==> src/rtl/serial_subtractor.sv <==
// Bit-serial subtractor: in1 - in2 - bin, one bit per clock LSB first, through one
// full-subtractor cell and a borrow flop; start/ready operand handshake, valid/ready result.
module serial_subtractor #(
  parameter int WIDTH = 4
) (
  input  logic             clock,
  input  logic             resetn,
  input  logic             start,
  input  logic [WIDTH-1:0] in1,
  input  logic [WIDTH-1:0] in2,
  input  logic             bin,
  output logic             in_ready,
  output logic             busy,
  output logic             out_valid,
  input  logic             out_ready,
  output logic [WIDTH-1:0] diff,
  output logic             bout,
  output logic             overflow,
  output logic             zero
);

  localparam int CW = $clog2(WIDTH);

  if (WIDTH < 2 || WIDTH > 32) begin : g_width_check
    $error("serial_subtractor: WIDTH must be in 2..32");
  end

  typedef enum logic [1:0] {
    IDLE  = 2'd0,
    SHIFT = 2'd1,
    DONE  = 2'd2
  } state_t;

  state_t           state;
  logic [WIDTH-1:0] a;
  logic [WIDTH-1:0] b;
  logic [WIDTH-1:0] res;
  logic             borrow;
  logic             sign_a;
  logic             sign_b;
  logic [CW-1:0]    cnt;
  logic             bout_r;
  logic             overflow_r;
  logic             zero_r;

  logic             d;
  logic             borrow_next;
  logic [WIDTH-1:0] res_next;

  always_comb begin
    d           = a[0] ^ b[0] ^ borrow;
    borrow_next = (~a[0] & b[0]) | (~(a[0] ^ b[0]) & borrow);
    res_next    = {d, res[WIDTH-1:1]};
  end

  always_ff @(posedge clock) begin
    if (!resetn) begin
      state      <= IDLE;
      a          <= '0;
      b          <= '0;
      res        <= '0;
      borrow     <= 1'b0;
      sign_a     <= 1'b0;
      sign_b     <= 1'b0;
      cnt        <= '0;
      bout_r     <= 1'b0;
      overflow_r <= 1'b0;
      zero_r     <= 1'b0;
    end else begin
      case (state)
        IDLE: begin
          if (start) begin
            state      <= SHIFT;
            a          <= in1;
            b          <= in2;
            borrow     <= bin;
            sign_a     <= in1[WIDTH-1];
            sign_b     <= in2[WIDTH-1];
            cnt        <= '0;
            res        <= '0;
            bout_r     <= 1'b0;
            overflow_r <= 1'b0;
            zero_r     <= 1'b0;
          end
        end
        SHIFT: begin
          a      <= a >> 1;
          b      <= b >> 1;
          borrow <= borrow_next;
          res    <= res_next;
          cnt    <= cnt + CW'(1);
          // Flags are resolved on the last bit so they are registered on entry to DONE.
          if (cnt == CW'(WIDTH - 1)) begin
            state      <= DONE;
            bout_r     <= borrow_next;
            overflow_r <= (sign_a != sign_b) && (d != sign_a);
            zero_r     <= (res_next == '0);
          end
        end
        DONE: begin
          if (out_ready) begin
            state <= IDLE;
          end
        end
        default: state <= IDLE;
      endcase
    end
  end

  assign in_ready  = (state == IDLE);
  assign busy      = (state == SHIFT);
  assign out_valid = (state == DONE);
  assign diff      = res;
  assign bout      = bout_r;
  assign overflow  = overflow_r;
  assign zero      = zero_r;

endmodule

==> config.mk <==
export PLATFORM = sky130hd
export DESIGN_NAME = serial_subtractor
export DESIGN_NICKNAME = d
export VERILOG_FILES = /design/src/rtl/serial_subtractor.sv
export SDC_FILE = /design/constraint.sdc
export NUM_CORES = 1
export LEC_CHECK = 0
export CORE_UTILIZATION = 44
export DETAILED_ROUTE_END_ITERATION = 10
export MAX_ROUTING_LAYER = met4
export PLACE_DENSITY = 0.83
export SLEW_MARGIN = 0
export SYNTH_ARGS = -nofsm -noshare
export SYNTH_HDL_FRONTEND = slang
export SYNTH_SLANG_ARGS = --single-unit
==> constraint.sdc <==
create_clock -name clock -period 1.4 [get_ports clock]
set_input_delay 0.28 -clock clock [delete_from_list [all_inputs] [get_ports clock]]
set_output_delay 0.28 -clock clock [all_outputs]
set_load 0.02 [all_outputs]
# Yosys cells after proc, flatten, opt, wreduce, memory -nomap -nowiden
# Index checks and enable logic that the tools add are counted.
# totals
reg_bits	22
inputBits	13
out_inout_bits	10
elab_cells	56
# op_classes
addsub	1
n_eq_ne	8
mux	21
n_bitwise	7
reduce_logical	8
# ops
operator	count
4-bit case mux with 2 select lines	3
4-bit 2-to-1 mux	3
2-bit 2-to-1 mux	4
1-bit case mux with 2 select lines	4
2-bit case mux with 3 select lines	1
3-bit AND reduction	2
1-bit 2-to-1 mux	5
2-bit == test, second input constant	2
4-bit zero test	1
2-bit by 1-bit != test with 1-bit output, second input constant	2
2-bit case mux with 2 select lines	1
2-bit AND reduction	2
2-bit by 1-bit adder with 2-bit output, second input constant	1
1-bit AND	2
2-bit by 1-bit == test with 1-bit output, second input constant	1
2-bit zero test	1
1-bit != test	2
2-bit != test, second input constant	1
1-bit NOT	2
2-bit nonzero test	1
1-bit bitwise XOR	2
1-bit logical AND	1
1-bit OR	1

# Logic depth before layout (Yosys ltp)
# depth
depth_word	6
ltp_mapped	7
ltp_nobuf	5

# Worst setup path before layout
# OpenSTA, ideal clock, no wires.
# synth_path
path_kind	reg-to-reg
start	reg b[0]
end	reg overflow_r, in the netlist overflow
setup_ns	0.125
t_arrival_ns	1.226
required_ns	1.275
slack_ns	0.049
path_stages_with_launch	6
n_path_buf	0
period_less_slack_ns	1.351
cell_sequence	dfxtp_1 -> inv_1 -> fa_1 -> nor2b_1 -> a21oi_1 -> o22ai_2
# synth_between
elab_chain_cells	6
# synth_rtl
item	line	text
from (decl)	36	logic [WIDTH-1:0] b;
from (signal assigned)	75	b <= in2;
from (signal assigned)	88	b <= b >> 1;
1-bit bitwise XOR (2 in a row)	51	d = a[0] ^ b[0] ^ borrow;
1-bit != test	96	overflow_r <= (sign_a != sign_b) && (d != sign_a);
1-bit logical AND	96	
1-bit 2-to-1 mux	93	if (cnt == CW'(WIDTH - 1)) begin
1-bit case mux with 2 select lines	70	case (state)
to (signal assigned)	96	
to (decl)	43	logic overflow_r;
# Every way passes these cells. The select of a mux whose other input is x is not followed.
# A chain may end at the register's enable or synchronous reset.

# Worst setup path after layout
# layout_path
start	reg a[0]
end	reg overflow_r, in the netlist overflow
# layout_between
elab_chain_cells	6
# layout_rtl
item	line	text
from (decl)	35	logic [WIDTH-1:0] a;
from (signal assigned)	74	a <= in1;
from (signal assigned)	87	a <= a >> 1;
1-bit bitwise XOR (2 in a row)	51	
1-bit != test	96	
1-bit logical AND	96	
1-bit 2-to-1 mux	93	
1-bit case mux with 2 select lines	70	
# Every way passes these cells. The select of a mux whose other input is x is not followed.

==> out/results.md <==
## Layout
- **most used cells in the layout excluding fill and tap cells** dfxtp_1, nand2_1, a21oi_1, clkdlybuf4s50_1, buf_4
- **share of post-route cells with drive strength above 1** 27.3%
- **total of fill cells in the finished design** 200
- **Final Instance Count excl. Fillers** 171
- **number of diodes** 0
- **most common library cell in the layout ignoring fill and taps** dfxtp_1
- **Area Growth Syn to Fin** 28.2%
- **Final #Nets** 159
- **post-layout utilization of the core** 61.1%

## Timing
- **Hold Violations, Final** 0
- **total of endpoints with negative setup slack in the final report** 0
- **fin crit share** 99.2%
- **Rel. slew slack** 83.9%
- **Slew Limit Fails** 0
- **RSZ-0062 raised after global routing** yes
- **Sum Neg Setup Slack** 0 ns
- **shortest period the worst path allows** 1.39 ns
- **Final Worst Setup Slack** 0.0119 ns
- **actual transition at the worst max-transition pin** 0.241 ns
- **clock skew** 0.00275 ns
- **Max Freq** 0.720 GHz

## Floorplanning
- **number of placement rows** 17
- **die height** 51.4 µm
- **Die Area** 2640 µm²
- **Initial Util** 47.7%
- **Die W** 51.4 µm
- **area inside the core boundary** 2250 µm²
- **top-level port count** 23

## Yosys
- **Syn Std Cell Area** 1070 µm²
- **Seq/Total Area, Yosys** 41.0%
- **net count after synthesis** 129
- **number of instances in the synthesized netlist** 114
- **count of distinct cell types in the synthesized netlist** 33
- **post-synthesis average cell area** 9.43 µm²
- **number of warning messages in the yosys log** 0
- **number of flip-flops and latches in the synthesized netlist** 22

## Clock tree
- **CTS root buf** clkbuf_4
- **number of levels in the clock H-tree** 1
- **clock sink total** 22
- **Post-CTS Setup Bufs** 0
- **TritonCTS Buffers** 3
- **Max Buffers Root-to-Sink** 2
- **clock transition at the registers of the reported paths** 0.12 ns
- **clock latency reported for the late side of the worst-skew pair** 0.31 ns
- **clock tree from TritonCTS** yes

## Global route
- **vias in the first global route** 864
- **wire length of the first global-routing pass** 3650 µm
- **final global-route overflow total** 0
- **GRT met3 Usage** 3.87%
- **GR Util met1** 19.6%
- **maximum number of pins on one net before global-route repair** 15
- **Global Route met2 Usage** 34.2%
- **GRT Total Usage** 19.0%
- **global-route layer with the greatest usage** met2
- **antenna violations before repair** 0

## Pwr
- **leakage component of the power** 0.585 nW
- **overall power of the completed layout** 0.00133 W
- **peak ir drop on the vdd network** 693 µV
- **power per cell area** 964 nW/µm²

## Drt
- **ANT nets after route** 0
- **mean number of vias per cell** 5.29
- **total via count after detailed routing** 905
- **number of remaining DRC errors** 0
- **number of search-and-repair iterations in the first detailed-routing pass** 4
- **routed wire length per instance** 13.6 µm
- **Iteration-0 DRC Markers** 6
- **total wire length after detailed routing** 2320 µm

## Setup path
- **CP Class** flop to flop
- **reg-to-reg startpoint** a[0]
- **reg-to-reg endpoint** overflow
- **Setup crit start kind** flop
- **register-to-register setup slack** 0.01 ns
- **Register-to-Register Path Depth** 4
- **Arrival @ worst endpoint** 1.64 ns
- **Crit. End Element** flop
- **top fanout value on the critical path** 4
- **endpoint required time on the critical path** 1.65 ns

## Placement
- **final weighted congestion in routability-driven placement** 0.780
- **detailed-placement wirelength estimate** 1740 µm
- **Placed Instances** 167
- **number of buffers inserted by port buffering** 22
- **Post-Place Worst Slack** -0.126 ns

## Hold path
- **beginning of the worst hold path** bout
- **number of cells on the worst hold path** 2
- **destination of the worst hold path** bout
- **kind of path behind the tightest hold check** flop to flop

## Outcome
- **status** completed

## Flow run
- **Max-Cap Viols** 0

-- state kept, by name, summed over array words and instances, names as in the netlist --
| register | count |
|---|---|
| a | 4 |
| b | 4 |
| borrow | 1 |
| bout | 1 |
| cnt | 2 |
| diff | 4 |
| overflow | 1 |
| sign_a | 1 |
| sign_b | 1 |
| state | 2 |
| zero | 1 |
-- layer usage --
metal,up-vias,part of all wire (%)
met3,5,2.9
met4,0,1.2
met1,429,43
met5,-,0
li1,452,-
met2,19,53
-- what timing repair did --
action | in CTS | in global routing
pin swaps | 3 | 2
setup endpoints to repair | 11 | 6
resized for setup | 24 | 8
hold buffers | 0 | 0
-- where the power goes --
part | total (W) | switching [W] | internal, W | leakage (nW)
sequential | 0.000691 | 0.0000271 | 0.000663 | 0.182
combinational | 0.000278 | 0.000135 | 0.000143 | 0.382
clock | 0.000360 | 0.000201 | 0.000159 | 0.0210
total | 0.00133 | 0.000362 | 0.000966 | 0.585
-- cell type report --
class	count	area (µm²)	area share (%)
multi-input combinational	78	547	39.7
clock buffer	4	36.3	2.63
sequential	22	447	32.4
timing repair buffer	34	287	20.8
tap	28	35.0	2.54
inverter	5	26.3	1.91
-- worst max path at each step --
stage              from        to  slack, ns  cells after the start
2_1_floorplan      b[0]  overflow       0.05                      5
3_3_place_gp   state[0]  in_ready      -0.08                      3
3_5_place_dp      start    sign_b      -0.13                      4
4_1_cts          borrow  overflow      0.009                      5
5_1_grt        state[0]      bout     -0.004                      5
6_report           a[0]  overflow       0.01                      4
-- cell usage after synthesis --
cell	n	area share, %
clkbuf_1	3	1.0
a21oi_1	13	6.1
mux2i_1	4	3.7
o21bai_1	1	0.70
o21ba_2	1	0.93
nor3b_1	1	0.70
a22oi_1	6	4.2
dfxtp_1	22	41
nand3_2	1	0.93
buf_6	2	2.1
fa_1	1	1.9
o21ai_0	7	3.3
a22o_1	2	1.6
nor3b_2	1	1.2
buf_2	1	0.47
buf_4	1	0.70
inv_1	4	1.4
o21a_1	1	0.70
buf_12	2	3.7
and3_1	1	0.58
a32o_1	2	1.9
ha_1	1	1.2
o22ai_2	1	1.2
nand2b_1	1	0.58
nand2b_4	1	1.3
nand3b_1	1	0.70
inv_8	1	1.0
o211a_1	1	0.93
nand4_1	1	0.58
a21oi_2	2	1.6
nor2b_1	12	7.0
nor2_1	3	1.0
nand2_1	12	4.2
-- cells by family after synthesis --
family	share of synthesized area (%)
DFF	41.0
adders and majority gates	3.03
AOI/OAI and AO/OA	23.1
buffers and inverters	10.5
muxes	3.73
and+or+nand+nor	18.7
-- stage by stage --
step / area, µm² / hold slack, ns
6_report: 1380 / 0.478
5_1_grt: 1380 / 0.513
4_1_cts: 1360 / 0.482
3_5_place_dp: 1330 / 0.467
3_3_place_gp: 1330 / 0.450
2_1_floorplan: 1070 / 0.414
-- worst max-delay path, stage by stage (launching register included) --
cell and delay, ns:
dfxtp_2 0.35, fa_2 0.64, nor2b_4 0.16, a21oi_2 0.06, o22ai_2 0.12
(Power assumes the default switching activity.)
